[src/rtl/muldiv_unit.sv]
// Iterative RV32M multiply/divide unit: shift-add multiply, restoring divide on magnitudes.
// States: IDLE (ready, accepts start) | BUSY (one step per cycle, then finalize) | DONE (done pulse).
module muldiv_unit #(
  parameter int XLEN = 32
) (
  input  logic            clk_i,
  input  logic            rst_n_i,
  input  logic            start_i,
  input  logic [2:0]      op_i,
  input  logic [XLEN-1:0] src_a_i,
  input  logic [XLEN-1:0] src_b_i,
  input  logic            flush_i,
  output logic            ready_o,
  output logic            done_o,
  output logic [XLEN-1:0] result_o
);

  localparam int CW = $clog2(XLEN) + 1;
  localparam logic [CW-1:0] LAST = CW'(XLEN);
  localparam logic [1:0] S_IDLE = 2'd0;
  localparam logic [1:0] S_BUSY = 2'd1;
  localparam logic [1:0] S_DONE = 2'd2;

  logic [1:0]        state_q, state_d;
  logic [2:0]        op_q, op_d;
  logic [XLEN-1:0]   opnd_q, opnd_d;
  logic [2*XLEN-1:0] acc_q, acc_d;
  logic [CW-1:0]     cnt_q, cnt_d;
  logic              neg_q, neg_d;
  logic              spec_q, spec_d;
  logic [XLEN-1:0]   spec_res_q, spec_res_d;
  logic [XLEN-1:0]   result_q, result_d;

  logic              is_div, sgn_a, sgn_b, div_zero, div_ovf;
  logic [XLEN-1:0]   mag_a, mag_b;
  logic [XLEN:0]     add_sum, rem_sh, rem_new;
  logic              rem_ge;
  logic [2*XLEN-1:0] mul_next, div_next, prod;
  logic [XLEN-1:0]   quo_raw, rem_raw, quo_f, rem_f, fin;

  always_comb begin
    is_div   = op_i[2];
    sgn_a    = src_a_i[XLEN-1] & (is_div ? ~op_i[0] : (op_i[1:0] != 2'b11));
    sgn_b    = src_b_i[XLEN-1] & (is_div ? ~op_i[0] : ~op_i[1]);
    mag_a    = sgn_a ? -src_a_i : src_a_i;
    mag_b    = sgn_b ? -src_b_i : src_b_i;
    div_zero = is_div & (src_b_i == {XLEN{1'b0}});
    div_ovf  = is_div & ~op_i[0] & (src_a_i == {1'b1, {(XLEN-1){1'b0}}})
             & (src_b_i == {XLEN{1'b1}});
  end

  // acc holds {partial product, multiplier} for MUL and {remainder, dividend/quotient} for DIV
  always_comb begin
    add_sum  = {1'b0, acc_q[2*XLEN-1:XLEN]} + {1'b0, (acc_q[0] ? opnd_q : {XLEN{1'b0}})};
    mul_next = {add_sum, acc_q[XLEN-1:1]};
    rem_sh   = {acc_q[2*XLEN-1:XLEN], acc_q[XLEN-1]};
    rem_ge   = rem_sh >= {1'b0, opnd_q};
    rem_new  = rem_ge ? (rem_sh - {1'b0, opnd_q}) : rem_sh;
    div_next = {rem_new[XLEN-1:0], acc_q[XLEN-2:0], rem_ge};
    prod     = neg_q ? -acc_q : acc_q;
    quo_raw  = acc_q[XLEN-1:0];
    rem_raw  = acc_q[2*XLEN-1:XLEN];
    quo_f    = neg_q ? -quo_raw : quo_raw;
    rem_f    = neg_q ? -rem_raw : rem_raw;
    if (spec_q)
      fin = spec_res_q;
    else if (op_q[2])
      fin = op_q[1] ? rem_f : quo_f;
    else
      fin = (op_q[1:0] == 2'b00) ? prod[XLEN-1:0] : prod[2*XLEN-1:XLEN];
  end

  always_comb begin
    state_d    = state_q;
    op_d       = op_q;
    opnd_d     = opnd_q;
    acc_d      = acc_q;
    cnt_d      = cnt_q;
    neg_d      = neg_q;
    spec_d     = spec_q;
    spec_res_d = spec_res_q;
    result_d   = result_q;
    case (state_q)
      S_IDLE: begin
        if (start_i && !flush_i) begin
          state_d    = S_BUSY;
          op_d       = op_i;
          opnd_d     = is_div ? mag_b : mag_a;
          acc_d      = {{XLEN{1'b0}}, (is_div ? mag_a : mag_b)};
          cnt_d      = '0;
          neg_d      = (is_div && op_i[1]) ? sgn_a : (sgn_a ^ sgn_b);
          spec_d     = div_zero | div_ovf;
          spec_res_d = div_zero ? (op_i[1] ? src_a_i : {XLEN{1'b1}})
                                : (op_i[1] ? {XLEN{1'b0}} : src_a_i);
        end
      end
      S_BUSY: begin
        // one extra cycle after the last step applies sign fix-up and registers the result
        if (cnt_q == LAST) begin
          result_d = fin;
          state_d  = S_DONE;
        end else begin
          acc_d = op_q[2] ? div_next : mul_next;
          cnt_d = cnt_q + 1'b1;
        end
      end
      default: state_d = S_IDLE;
    endcase
    if (flush_i && state_q != S_IDLE) begin
      state_d  = S_IDLE;
      result_d = result_q;
    end
  end

  always_ff @(posedge clk_i or negedge rst_n_i) begin
    if (!rst_n_i) begin
      state_q    <= S_IDLE;
      op_q       <= '0;
      opnd_q     <= '0;
      acc_q      <= '0;
      cnt_q      <= '0;
      neg_q      <= 1'b0;
      spec_q     <= 1'b0;
      spec_res_q <= '0;
      result_q   <= '0;
    end else begin
      state_q    <= state_d;
      op_q       <= op_d;
      opnd_q     <= opnd_d;
      acc_q      <= acc_d;
      cnt_q      <= cnt_d;
      neg_q      <= neg_d;
      spec_q     <= spec_d;
      spec_res_q <= spec_res_d;
      result_q   <= result_d;
    end
  end

  assign ready_o  = (state_q == S_IDLE);
  assign done_o   = (state_q == S_DONE) && !flush_i;
  assign result_o = result_q;

endmodule
[config.mk]
export PLATFORM = sky130hd
export DESIGN_NAME = muldiv_unit
export DESIGN_NICKNAME = d
export VERILOG_FILES = /design/src/rtl/muldiv_unit.sv
export SDC_FILE = /design/constraint.sdc
export NUM_CORES = 1
export LEC_CHECK = 0
export ABC_AREA = 1
export BUFFER_PORTS_ARGS = -buffer_cell sky130_fd_sc_hd__buf_2
export CORE_UTILIZATION = 40
export DETAILED_ROUTE_END_ITERATION = 10
export GPL_TIMING_DRIVEN = 0
export SLEW_MARGIN = 20
export SYNTH_ARGS = -nofsm -noshare
export SYNTH_HDL_FRONTEND = slang
export SYNTH_SLANG_ARGS = --single-unit
export TNS_END_PERCENT = 20
[constraint.sdc]
create_clock -name clk_i -period 3.65 [get_ports clk_i]
set_clock_uncertainty 0.1 [all_clocks]
set_input_delay 0.365 -clock clk_i [delete_from_list [all_inputs] [get_ports clk_i]]
set_output_delay 0.365 -clock clk_i [all_outputs]
set_load 0.005 [all_outputs]
* Word-level counts from Yosys, hierarchy flattened
Index checks and enable logic that the tools add are counted.
** Word-level totals
- Flip-flop bits (word level) :: 173
- Input bits :: 71
- Output and inout port bits :: 34
- Logic and storage cells :: 83
** Cells by class
- Add/sub/neg operators :: 8
- $lt $le $gt $ge :: 1
- Equality and inequality tests :: 10
- Mux-type cells :: 30
- Bitwise logic cells :: 11
- Reduce and logical (&&, ||, !) cells :: 14
** Operator list (number)
- 32-bit 2-to-1 mux :: 15
- 64-bit 2-to-1 mux :: 4
- 32-bit negator :: 4
- 64-bit one-hot mux with 2 select lines :: 1
- 32-bit equality test, second input constant :: 2
- 64-bit negator :: 1
- 32-bit by 32-bit adder with 33-bit output :: 1
- 33-bit by 32-bit greater-or-equal comparator with 1-bit output :: 1
- 32-bit logical NOT :: 1
- 32-bit subtractor :: 1
- 6-bit 2-to-1 mux :: 2
- 6-bit one-hot mux with 2 select lines :: 1
- 6-bit by 1-bit adder with 6-bit output, second input constant :: 1
- 1-bit AND :: 6
- 6-bit equality test, second input constant :: 1
- 2-bit 2-to-1 mux :: 3
- 3-bit AND reduction :: 2
- 1-bit logical AND :: 4
- 2-bit logical NOT :: 2
- 2-bit inequality test, second input constant :: 2
- 2-bit one-hot mux with 2 select lines :: 1
- 2-bit AND reduction :: 2
- 2-bit nonzero test :: 2
- 1-bit 2-to-1 mux :: 3
- 9 further kinds :: 11

* Depth between registers and ports, before layout
- Word-level depth :: 7
- Gate-level depth with buffers :: 20
- Gate-level depth less buffers :: 18

* Worst setup path after synthesis
Ideal clock, no wire load.
- Path kind :: register to register
- From :: register acc_q[0]
- To :: register acc_q[61]
- Setup time :: 116 ps
- Data arrival time :: 2457 ps
- Data required time :: 3434 ps
- Path slack :: 977 ps
- Cell stages (with the launch flop) :: 20
- Buffers on the path :: 2
- Clock period less this slack :: 2673 ps
- Cell sequence :: dfrtp_1 buf_2 buf_1 nand2_1 inv_1 ha_1 inv_1 fa_1 o21ai_0 nand2_1 nand2_1 nand3_1 nand2_1 nand2_1 nand3_1 nand3_1 nand2_1 inv_1 nand2_1 nand2_1
** On the way
- Longest elaborated chain between the ends :: 5
** RTL lines
- start, declared :: line 27 : logic [2*XLEN-1:0] acc_q, acc_d;
- start signal, assigned :: line 120 : acc_q <= '0;
- start signal, assigned :: line 130 : acc_q <= acc_d;
- 32-bit 2-to-1 mux :: line 54 : add_sum = {1'b0, acc_q[2*XLEN-1:XLEN]} + {1'b0, (acc_q[0] ? opnd_q : {XLEN{1'b0}})};
- 32-bit by 32-bit adder with 33-bit output :: line 54
- 64-bit 2-to-1 mux :: line 103 : acc_d = op_q[2] ? div_next : mul_next;
- 64-bit 2-to-1 mux :: line 99 : if (cnt_q == LAST) begin
- 64-bit one-hot mux with 2 select lines :: line 83 : case (state_q)
No other way between the ends. The select of a mux whose other input is x is not followed.
A chain may end at the register's enable or synchronous reset.

* Worst setup path after layout
- From :: register acc_q[57]
- To :: register acc_q[47]
** On the way
- Longest elaborated chain between the ends :: 5
** RTL lines
- 33-bit by 32-bit greater-or-equal comparator with 1-bit output :: line 57 : rem_ge = rem_sh >= {1'b0, opnd_q};
- 32-bit 2-to-1 mux :: line 58 : rem_new = rem_ge ? (rem_sh - {1'b0, opnd_q}) : rem_sh;
- 64-bit 2-to-1 mux :: line 103
- 64-bit 2-to-1 mux :: line 99
- 64-bit one-hot mux with 2 select lines :: line 83
No other way between the ends. The select of a mux whose other input is x is not followed.

==> flow_summary_export.csv <==
group,metric,value,unit
status,status,"finished, final reports clean",
floorplanning,rows,80,
logic_synthesis,synth_flop_cell,"dfrtp_1",
final_layout,drive_gt1_frac,0.07049,
clock_tree,post-cts-setup-buffers,0,
min_path,hold_class,"in -> reg",
setup_path,critPathArrivalTime,3760,ps
detailed_routing,viasPerCell,5.836,
global_routing,grt_pass1_vias,22110,
min_path,hold-path-cell-count,3,
power,ir_drop,348.2,uV
floorplanning,die_area,49830,sq um
sta,finalWorstPathRequiredPeriod,3434,ps
logic_synthesis,synth_edf_count,0,
setup_path,crit_buf_inv,3,
final_layout,ff_latch_area,4329,sq um
detailed_routing,wl,105300,um
logic_synthesis,synth-seq-cells,173,
sta,slew_headroom,0.1586,
logic_synthesis,synth_top_area_cell,"dfrtp_1",
global_routing,antenna_found_initial,3,
floorplanning,io_pins,105,
sta,rsz0062_at_grt,"false",
final_layout,stdcell_count,4121,
clock_tree,clock_path_buffers,2,
logic_synthesis,yosys.cell_types.count,53,
detailed_routing,wl_per_cell,25.56,um
sta,setup-violations-final,0,
logic_synthesis,ys_seq_area_frac,0.2211,
power,finalPower,16.02,mW
setup_path,reg2reg_slack,220,ps
setup_path,cp_common_cell,"nand2_1",
sta,timing.final.hold_violations,0,
min_path,hold_start,"src_a_i[4]",
final_layout,area_delta_synth_final,9.894,%
setup_path,reg2reg_from,"acc_q[57]",
floorplanning,die_width,223.2,um
logic_synthesis,synthArstFlopShare,1.000,
final_layout,final_util,0.4478,
clock_tree,tritoncts,"built",
placement,place_worst_setup_slack,-128.2,ps
logic_synthesis,synth_common_cells,"nand2_1 (988), inv_1 (416), nand3_1 (388), nor2_1 (341), a21oi_1 (208)",
sta,setup_slack,215.9,ps
setup_path,start_kind,"flop",
global_routing,overflow,0,
clock_tree,clkSlewWorstSetupHoldPaths,80,ps
detailed_routing,route.detailed.drc,0,
sta,tightest_slew,1262,ps
clock_tree,numCtsBuffers,17,
floorplanning,start_util,0.4074,
placement,post-dp-hpwl,86560,um
detailed_routing,ant_nets,0,
clock_tree,clockRootBuffer,"clkbuf_16",
setup_path,worstSetupEndpointType,"flop",
sta,max_freq,0.2912,GHz
setup_path,reg2reg_to,"acc_q[47]",
global_routing,grtUsageTotal,0.4232,
sta,hold_slack,56.02,ps
placement,place.gp.congestion,1.077,
detailed_routing,drtIter0Drc,3204,
global_routing,grt_pass1_wl,151900,um
setup_path,critical_path_class,"reg -> reg",
logic_synthesis,synthMostInstantiatedCell,"nand2_1",
logic_synthesis,synth_area,19580,sq um
detailed_routing,num_vias,24049,
floorplanning,fp.dieH,223.2,um
run,drv_cap,0,
setup_path,path_delay_family,"simple AND/OR/NAND/NOR gates",
placement,dp.cells,4086,
setup_path,crit_path_cell_trace,"ha_1, nand2_1, inv_2, nand2_1, inv_2, and3_1, nand3_1, nand2_2, nor2_8, nand2_8, buf_6, a21oi_1, nand3_1, nand2_1",
setup_path,worstPathRequired,3980,ps
final_layout,multiInputGateArea,12990,sq um
logic_synthesis,syn_inst,3368,
min_path,worstHoldEndpoint,"spec_res_q[4]",
final_layout,final_nets,3635,
placement,port_buffers,102,
logic_synthesis,synth.top_cell.area_share,0.2211,
power,power.leakage,11.04,nW
logic_synthesis,yosysWarnings,0,
logic_synthesis,synth_area_per_cell,5.812,sq um
sta,finalMaxSlewViolations,0,
final_layout,fill_cells,5453,
global_routing,grt_max_degree,92,
setup_path,crit_path_max_incr_delay,940,ps
floorplanning,core-area,48050,sq um
clock_tree,clock_sinks,173,
logic_synthesis,syn_nets,3512,
detailed_routing,drtPass1Iterations,5,
logic_synthesis,ys_top_cells_by_area,"dfrtp_1 (22%), nand2_1 (19%), nand3_1 (9.9%)",
setup_path,worstRegToRegCells,14,
power,powerDensity,744.7,nW/um^2
sta,post-route-period-util,0.9409,
setup_path,critPathMaxFanout,10,
setup_path,cp_slowest_cell,"dfrtp_1",
clock_tree,clock_latency,510,ps
clock_tree,htree_num_levels,4,
-- timing repair --
action | 4_1_cts | 5_1_grt
resized for setup | 0 | 1
hold buffers | 2 | 0
endpoints found under the setup margin | 6 | 1
endpoints found under the hold margin | 83 | 0
-- power by group --
part	switching, mW	internal, mW
Clock	1.02	0.921
Sequential	1.22	2.33
Combinational	7.51	3.02
-- layer usage --
metal,up-vias,track usage,routed length [um]
met2,1345,0.6101,42700
met1,11174,0.5686,44720
li1,11244,-,-
met5,-,0,27
met4,4,0.2378,6622
met3,282,0.1129,11260
-- through the flow --
stage / instance area (sq um) / TNS, ps
after floorplan: 19580 / 0
after global placement: 20860 / -158490
after detailed placement: 20890 / -465.7
after CTS: 21510 / 0
after global routing: 21510 / 0
final: 21510 / 0
-- logic make-up after synthesis --
| kind of cell | after synthesis | synth area share |
|---|---|---|
| AO/OA/AOI/OAI | 599 | 0.1723 |
| AND/OR/NAND/NOR | 1865 | 0.4055 |
| buffers and inverters | 573 | 0.1155 |
| multiplexers | 1 | 0.0005113 |
| adder cells (fa/ha/maj) | 73 | 0.04742 |
| XOR/XNOR | 84 | 0.03758 |
| flip-flops | 173 | 0.2211 |
-- how the worst max path moves through the flow --
stage	cells past startpoint	startpoint	end	slack, ps
after global placement	1	rst_n_i	cnt_q[3]	-960
final	14	acc_q[57]	acc_q[47]	220
after global routing	15	acc_q[0]	acc_q[49]	90
after floorplan	19	acc_q[0]	acc_q[61]	980
after detailed placement	17	acc_q[0]	acc_q[59]	-130
after CTS	19	acc_q[0]	acc_q[63]	230
-- sequential cells by signal (all words and copies together), names as in the netlist --
| register | flops |
|---|---|
| opnd_q | 32 |
| state_q | 2 |
| cnt_q | 6 |
| op_q | 3 |
| result_o | 32 |
| neg_q | 1 |
| spec_res_q | 32 |
| spec_q | 1 |
| acc_q | 64 |
-- tightest hold or removal path: cells and delay by family --
kind	cells	cell delay, ps
buf+inv	1	100
compound gates	2	150
-- cells in the final DEF, fill, tap and decap left out, drive strengths merged --
cell and n:
o21a 6, xor2 77, a211o 1, a31oi 15, o21bai 5, nand3b 11, nand2 1003, buf 167
a21o 9, ha 71, xnor2 7, fa 2, nor4 12, o31ai 3, o211ai 73, clkinv 13
a21oi 213, nor3 27, inv 441, dfrtp 173, mux2i 1, a21boi 1, dlygate4sd3 2, clkinvlp 1
and3 1, nand3 390, nor2 365, o311ai 1, o221ai 10, diode 2, or2 5, a22oi 18
clkbuf 85, nand4 51, o21ai 244
-- layout make-up --
class / instances / share of cell area
Antenna cell: 2 / 0.0002326
Timing Repair Buffer: 105 / 0.02640
Clock buffer: 17 / 0.01977
Buffer: 132 / 0.02797
Sequential cell: 173 / 0.2012
Clock inverter: 15 / 0.008026
Tap cell: 615 / 0.03577
Inverter: 440 / 0.07695
Multi-Input combinational cell: 2622 / 0.6036
No activity file was read; power rests on OpenSTA's default activity.
